## src/rtl/debug_view_pkg.sv

```systemverilog
// Shared types and constants for the debug register viewer: FSM state encoding,
// display reset patterns and the active-low seven-segment lookup.
package debug_view_pkg;

    typedef enum logic [1:0] {
        ST_SELECT,
        ST_SETTLE,
        ST_CAPTURE,
        ST_SHOW
    } state_t;

    localparam logic [7:0] AN_RESET       = 8'hFE;
    localparam logic [6:0] SEG_BLANK_ZERO = 7'b0000001;

    // Segment order is {a,b,c,d,e,f,g}; a 0 lights the segment.
    function automatic logic [6:0] seg7(input logic [3:0] nibble);
        logic [6:0] seg;
        case (nibble)
            4'h0: seg = 7'b0000001;
            4'h1: seg = 7'b1001111;
            4'h2: seg = 7'b0010010;
            4'h3: seg = 7'b0000110;
            4'h4: seg = 7'b1001100;
            4'h5: seg = 7'b0100100;
            4'h6: seg = 7'b0100000;
            4'h7: seg = 7'b0001111;
            4'h8: seg = 7'b0000000;
            4'h9: seg = 7'b0000100;
            4'hA: seg = 7'b0001000;
            4'hB: seg = 7'b1100000;
            4'hC: seg = 7'b0110001;
            4'hD: seg = 7'b1000010;
            4'hE: seg = 7'b0110000;
            default: seg = 7'b0111000;
        endcase
        return seg;
    endfunction

endpackage

```

## src/rtl/seg7_decode.sv

```systemverilog
// Hex nibble to active-low seven-segment pattern; purely combinational.
module seg7_decode
    import debug_view_pkg::*;
(
    input  logic [3:0] i_nibble,
    output logic [6:0] o_seg
);

    assign o_seg = seg7(i_nibble);

endmodule

```

## src/rtl/debug_view_ctrl.sv

```systemverilog
// Steps the core's debug read port through register indices, captures each value into a
// shadow register and multiplexes it onto an 8-digit seven-segment display and LEDs.
module debug_view_ctrl
    import debug_view_pkg::*;
#(
    parameter int SCAN_DIV = 500,
    parameter int SETTLE   = 2,
    parameter int DWELL    = 25000000,
    parameter int NUM_REGS = 32
) (
    input  logic        clk,
    input  logic        Rst,
    input  logic        step,
    input  logic        auto_en,
    input  logic        freeze,
    input  logic [31:0] reg_data,
    output logic [4:0]  reg_sel,
    output logic [6:0]  sev_out,
    output logic [7:0]  an,
    output logic [15:0] led
);

    localparam int SCAN_W   = (SCAN_DIV > 1) ? $clog2(SCAN_DIV) : 1;
    localparam int DWELL_W  = (DWELL > 1) ? $clog2(DWELL) : 1;
    localparam int SETTLE_W = $clog2(SETTLE + 1);

    localparam logic [SCAN_W-1:0]   SCAN_LAST   = SCAN_W'(SCAN_DIV - 1);
    localparam logic [DWELL_W-1:0]  DWELL_LAST  = DWELL_W'(DWELL - 1);
    localparam logic [SETTLE_W-1:0] SETTLE_LAST = SETTLE_W'(SETTLE - 1);
    localparam logic [4:0]          IDX_LAST    = 5'(NUM_REGS - 1);

    state_t               r_state;
    state_t               w_state_next;
    logic [4:0]           r_idx;
    logic [4:0]           r_reg_sel;
    logic [31:0]          r_shadow;
    logic [SETTLE_W-1:0]  r_settle_cnt;
    logic [DWELL_W-1:0]   r_dwell_cnt;
    logic [SCAN_W-1:0]    r_scan_cnt;
    logic [2:0]           r_digit;
    logic [2:0]           w_digit_next;
    logic [7:0]           r_an;
    logic [3:0]           w_nibble;

    logic w_load_sel;
    logic w_settle_inc;
    logic w_capture;
    logic w_live;
    logic w_dwell_inc;
    logic w_advance;

    // NOTE: sequential state uses non-blocking assignments so every register sees pre-edge values.
    always_ff @(posedge clk) begin
        if (Rst) begin
            r_state <= ST_SELECT;
        end else begin
            r_state <= w_state_next;
        end
    end

    // NOTE: every output of this block is defaulted first, so no path can infer a latch.
    always_comb begin
        w_state_next = r_state;
        w_load_sel   = 1'b0;
        w_settle_inc = 1'b0;
        w_capture    = 1'b0;
        w_live       = 1'b0;
        w_dwell_inc  = 1'b0;
        w_advance    = 1'b0;
        case (r_state)
            ST_SELECT: begin
                w_load_sel   = 1'b1;
                w_state_next = ST_SETTLE;
            end
            ST_SETTLE: begin
                w_settle_inc = 1'b1;
                if (r_settle_cnt == SETTLE_LAST) begin
                    w_state_next = ST_CAPTURE;
                end
            end
            ST_CAPTURE: begin
                w_capture    = 1'b1;
                w_state_next = ST_SHOW;
            end
            ST_SHOW: begin
                w_live      = ~freeze;
                w_dwell_inc = auto_en;
                // A step landing on dwell expiry still yields a single advance.
                if (step || (auto_en && (r_dwell_cnt == DWELL_LAST))) begin
                    w_advance    = 1'b1;
                    w_state_next = ST_SELECT;
                end
            end
            default: w_state_next = ST_SELECT;
        endcase
    end

    always_ff @(posedge clk) begin
        if (Rst) begin
            r_idx        <= '0;
            r_reg_sel    <= '0;
            r_shadow     <= '0;
            r_settle_cnt <= '0;
            r_dwell_cnt  <= '0;
        end else begin
            if (w_load_sel) begin
                r_reg_sel    <= r_idx;
                r_settle_cnt <= '0;
            end else if (w_settle_inc) begin
                r_settle_cnt <= r_settle_cnt + 1'b1;
            end

            if (w_capture || w_live) begin
                r_shadow <= reg_data;
            end

            // Held while auto_en is low so the dwell resumes where it paused.
            if (w_capture) begin
                r_dwell_cnt <= '0;
            end else if (w_dwell_inc && !w_advance) begin
                r_dwell_cnt <= r_dwell_cnt + 1'b1;
            end

            if (w_advance) begin
                r_idx <= (r_idx == IDX_LAST) ? 5'd0 : r_idx + 5'd1;
            end
        end
    end

    assign w_digit_next = r_digit + 3'd1;

    always_ff @(posedge clk) begin
        if (Rst) begin
            r_scan_cnt <= '0;
            r_digit    <= '0;
            r_an       <= AN_RESET;
        end else if (r_scan_cnt == SCAN_LAST) begin
            r_scan_cnt <= '0;
            r_digit    <= w_digit_next;
            r_an       <= ~(8'b1 << w_digit_next);
        end else begin
            r_scan_cnt <= r_scan_cnt + 1'b1;
        end
    end

    // No frame buffer: a shadow update shows on the lit digit immediately.
    assign w_nibble = r_shadow[{r_digit, 2'b00} +: 4];

    seg7_decode u_seg7_decode (
        .i_nibble (w_nibble),
        .o_seg    (sev_out)
    );

    assign reg_sel = r_reg_sel;
    assign an      = r_an;
    assign led     = r_shadow[15:0];

endmodule

```

## config.mk

```make
export PLATFORM = sky130hd
export DESIGN_NAME = debug_view_ctrl
export DESIGN_NICKNAME = d
export VERILOG_FILES = /design/src/rtl/debug_view_pkg.sv /design/src/rtl/seg7_decode.sv /design/src/rtl/debug_view_ctrl.sv
export SDC_FILE = /design/constraint.sdc
export NUM_CORES = 1
export LEC_CHECK = 0
export CORE_AREA = 3 3 126 128
export CTS_CLUSTER_SIZE = 16
export DETAILED_ROUTE_END_ITERATION = 6
export DIE_AREA = 0 0 129 131
export GPL_TIMING_DRIVEN = 0
export HOLD_SLACK_MARGIN = 0.06
export PLACE_DENSITY_LB_ADDON = 0.08
export SLEW_MARGIN = 30
export SYNTH_ARGS = -nofsm -noshare
export SYNTH_HDL_FRONTEND = slang
export SYNTH_SLANG_ARGS = --single-unit
```

## constraint.sdc

```tcl
create_clock -name clk -period 2.6 [get_ports clk]
set_input_delay 0.26 -clock clk [delete_from_list [all_inputs] [get_ports clk]]
set_output_delay 0.26 -clock clk [all_outputs]
set_load 0.1 [all_outputs]
```

==> metrics.md <==
| Metric | Value |
|---|---|
| Max Cap Viol | `0` |
| Worst setup EP type | `output pin` |
| Routed WL | `11.8 mm` |
| Root buffer cell | `clkbuf_16` |
| Syn nets | `580` |
| DPL Wire Length | `8.60 mm` |
| Critical path arrival | `2.51 ns` |
| Crit start category | `register` |
| Max IR drop VDD | `0.000450 V` |
| Crit-path max FO | `7` |
| Core Area | `15,000 um^2` |
| TritonCTS clock tree | `built` |
| Initial Util | `29.5%` |
| Post-synth EDFFs | `0` |
| Final period util | `106%` |
| Overall routing resource usage | `14.4%` |
| Flops & latches, synth | `91` |
| Worst hold path depth | `1` |
| Synthesis-to-finish area growth | `39.2%` |
| Number of nets in the layout | `683` |
| Top Ports | `73` |
| Destination of the worst hold path | `r_scan_cnt[0]$_SDFF_PP0_` |
| Hold-fix buffer count after cts | `0` |
| Number of antenna violations at the first check in global routing | `0` |
| Share of layout cells above drive strength 1 | `16.7%` |
| Clock sinks | `91` |
| Number of fill cells in the layout | `1,492` |
| Crit Reg-Reg Endpoint | `r_idx[2]$_SDFFE_PP0P_` |
| Chip Height | `131 um` |
| DRT iter0 DRCs | `188` |
| First-pass GRT wire length | `19.2 mm` |
| Main synth FF type | `dfxtp_1` |
| Cts bufs inserted | `9` |
| Clock Skew | `0.00584 ns` |
| CP Class | `register to output pin` |
| Pre-Repair DR Iteration Count | `4` |
| Unrepaired setup endpoints after global routing | `yes` |
| Required time of the critical path | `2.34 ns` |
| Wire per inst | `14.5 um` |
| Overflow after GRT | `0` |
| N_diodes | `0` |
| Critical R2R Launch | `r_dwell_cnt[13]$_SDFFE_PP0P_` |
| Sequential share of the synthesized area | `41.2%` |
| Final setup fails | `7` |
| CTS H-tree lvls | `3` |
| Hold Crit Start | `r_scan_cnt[0]$_SDFF_PP0_` |
| Clock buffer depth | `2` |
| Ranking of synthesized cells by area | `dfxtp_1 (41%), nand2_1 (8.0%), a21oi_1 (6.0%), ha_1 (5.7%), mux4_2 (4.1%)` |
| Setup WS pre-CTS | `-0.919 ns` |
| Synthesized instance count | `523` |
| Clk_lat worst skew | `0.35 ns` |
| Yosys Warn Count | `0` |
| Horiz. Die Dim | `129 um` |
| GP Congestion | `0.757` |
| Setup TNS | `-0.861 ns` |
| Min-delay worst type | `register to register` |
| Final WS setup | `-0.168 ns` |
| Power Density | `814 nW/um^2` |
| Tmin final | `2.77 ns` |
| Leak | `2.17 nW` |
| Worst Tran Pin Value | `0.975 ns` |
| Final slew viol count | `0` |
| Vias | `3,943` |
| Final antenna-violating net count | `0` |
| Number of placement rows | `45` |
| Total Die Area | `16,900 um^2` |
| Ys async rst share | `0%` |
| Number of global-route vias before repair | `3,869` |
| Cell accounting for the most synthesized area | `dfxtp_1` |
| Top cell type's share of synthesized area | `41.2%` |
| Reg2Reg Setup Slack | `0.30 ns` |
| Syn Area/Cell | `8.45 um^2` |
| Rel. slew slack | `34.8%` |
| Largest net degree at the start of global routing | `14` |
| Outcome | `complete, but fails checks` |
| Post-Syn Area | `4420 um^2` |
| Failing checks | `negative setup slack` |
| Reg2Reg Depth | `5` |
| Post-synthesis cell type count | `47` |
| Final core occ | `41.1%` |
| Final Hold Fails | `0` |
| Port bufs | `71` |
| Clock transition at path regs | `0.06 ns` |
| Vias per cell | `4.82` |
| DRC Markers | `0` |
| Fmax | `361 MHz` |
layout by cell type, fill, tap and decap left out, drive strengths merged, types with 3 or more instances in the layout:
| cell type | instances |
|---|---|
| nand2 | 94 |
| dfxtp | 91 |
| clkdlybuf4s50 | 64 |
| a21oi | 53 |
| buf | 48 |
| nor2 | 37 |
| clkbuf | 33 |
| o21ai | 23 |
| ha | 20 |
| nand3 | 19 |
| inv | 14 |
| or3 | 13 |
| mux2i | 13 |
| nand4 | 11 |
| xor2 | 10 |
| nand2b | 9 |
| mux4 | 8 |
| xnor2 | 8 |
| nor4 | 7 |
| and3 | 6 |
| nor3 | 5 |
| or4 | 4 |
| o22ai | 3 |
| or2 | 3 |
| o21a | 3 |
| o31ai | 3 |
| o21bai | 3 |
state kept, by name, indices dropped and copies added (netlist names):
signal / flops
r_digit: 3
r_settle_cnt: 2
r_state: 2
r_scan_cnt: 9
r_shadow: 32
r_dwell_cnt: 25
an: 8
reg_sel: 5
r_idx: 5
where the power goes:
| group | leakage [nW] | internal, W | switching [W] |
|---|---|---|---|
| clock | 0.126 | 0.000668 | 0.000523 |
| sequential | 0.737 | 0.00153 | 0.000100 |
| combinational | 1.31 | 0.000817 | 0.00137 |
| total | 2.17 | 0.00302 | 0.00199 |
critical path, stage by stage, from the launching register on:
cell      delay, ns
dfxtp_4        0.42
buf_8          0.13
mux4_2         0.52
mux2i_4        0.24
buf_6          0.14
ha_4           0.20
nor2_4         0.09
a211oi_4       0.05
a31oi_4        0.17
buf_12         0.19
final cells by class:
| type | instances | area [um^2] | share of cell area, % |
|---|---|---|---|
| timing repair buffer | 94 | 993 | 16.1 |
| clock inverter | 2 | 12.5 | 0.203 |
| tap | 188 | 235 | 3.82 |
| clock buffer | 13 | 250 | 4.07 |
| inverter | 14 | 52.6 | 0.854 |
| buffer | 38 | 215 | 3.50 |
| sequential | 91 | 1830 | 29.7 |
| multi-input combinational | 378 | 2570 | 41.8 |
cells by family (layout without fill, tap and decap cells):
logic type / count (synthesis) / in the layout / synth area share, %
AND/OR/NAND/NOR: 215 / 215 / 22.9
buffers and inverters: 54 / 161 / 6.03
adder cells (fa/ha/maj): 20 / 20 / 5.66
flip-flops: 91 / 91 / 41.2
AO/OA/AOI/OAI: 102 / 102 / 13.1
multiplexers: 23 / 23 / 7.53
XOR/XNOR: 18 / 18 / 3.57
through the flow:
stage	total power [W]	instances	hold WS [ns]	cell area (um^2)
final	0.00501	818	0.451	6160
after global routing	0.00527	818	0.472	6160
after CTS	0.00501	813	0.452	6070
after detailed placement	0.00356	782	0.445	5520
after global placement	0.00354	782	0.426	5520
after floorplan	0.00312	523	0.400	4570
timing repair:
item                       4_1_cts  5_1_grt
setup buffers                   17        6
setup endpoints to repair        7        9
pin swaps                        4        2
resized for setup               81       12
gates cloned                     0        0
metal layers:
metal	part of all wire, %	up-vias	GRT usage, %
li1	-	2015	-
met1	48	1843	19.7
met2	45	69	22.1
met3	4.6	16	2.80
met4	1.8	0	6.24
met5	0	-	0
Yosys cell counts, drive strengths merged (3+ instances only):
master,n
nor2,37
o21bai,3
nor4,7
dfxtp,91
nand2b,9
inv,14
nor3,5
nand2,94
o22ai,3
mux2i,13
a21oi,53
xor2,10
or4,4
xnor2,8
mux4,8
o21ai,23
or2,3
or3,13
ha,20
clkbuf,21
and3,6
nand4,11
o21a,3
buf,19
o31ai,3
nand3,19
worst max-delay path by stage:
stage,endpoint,slack (ns),start,cells past startpoint
2_1_floorplan,sev_out[6],-0.08,r_digit[0]$_SDFFE_PP0P_,5
3_3_place_gp,sev_out[2],-0.90,r_digit[0]$_SDFFE_PP0P_,8
3_5_place_dp,sev_out[2],-0.92,r_digit[0]$_SDFFE_PP0P_,8
4_1_cts,sev_out[3],-0.22,r_digit[0]$_SDFFE_PP0P_,10
5_1_grt,sev_out[3],-0.26,r_digit[0]$_SDFFE_PP0P_,9
6_report,sev_out[3],-0.17,r_digit[0]$_SDFFE_PP0P_,9
Power figures use the tool's default switching activity.
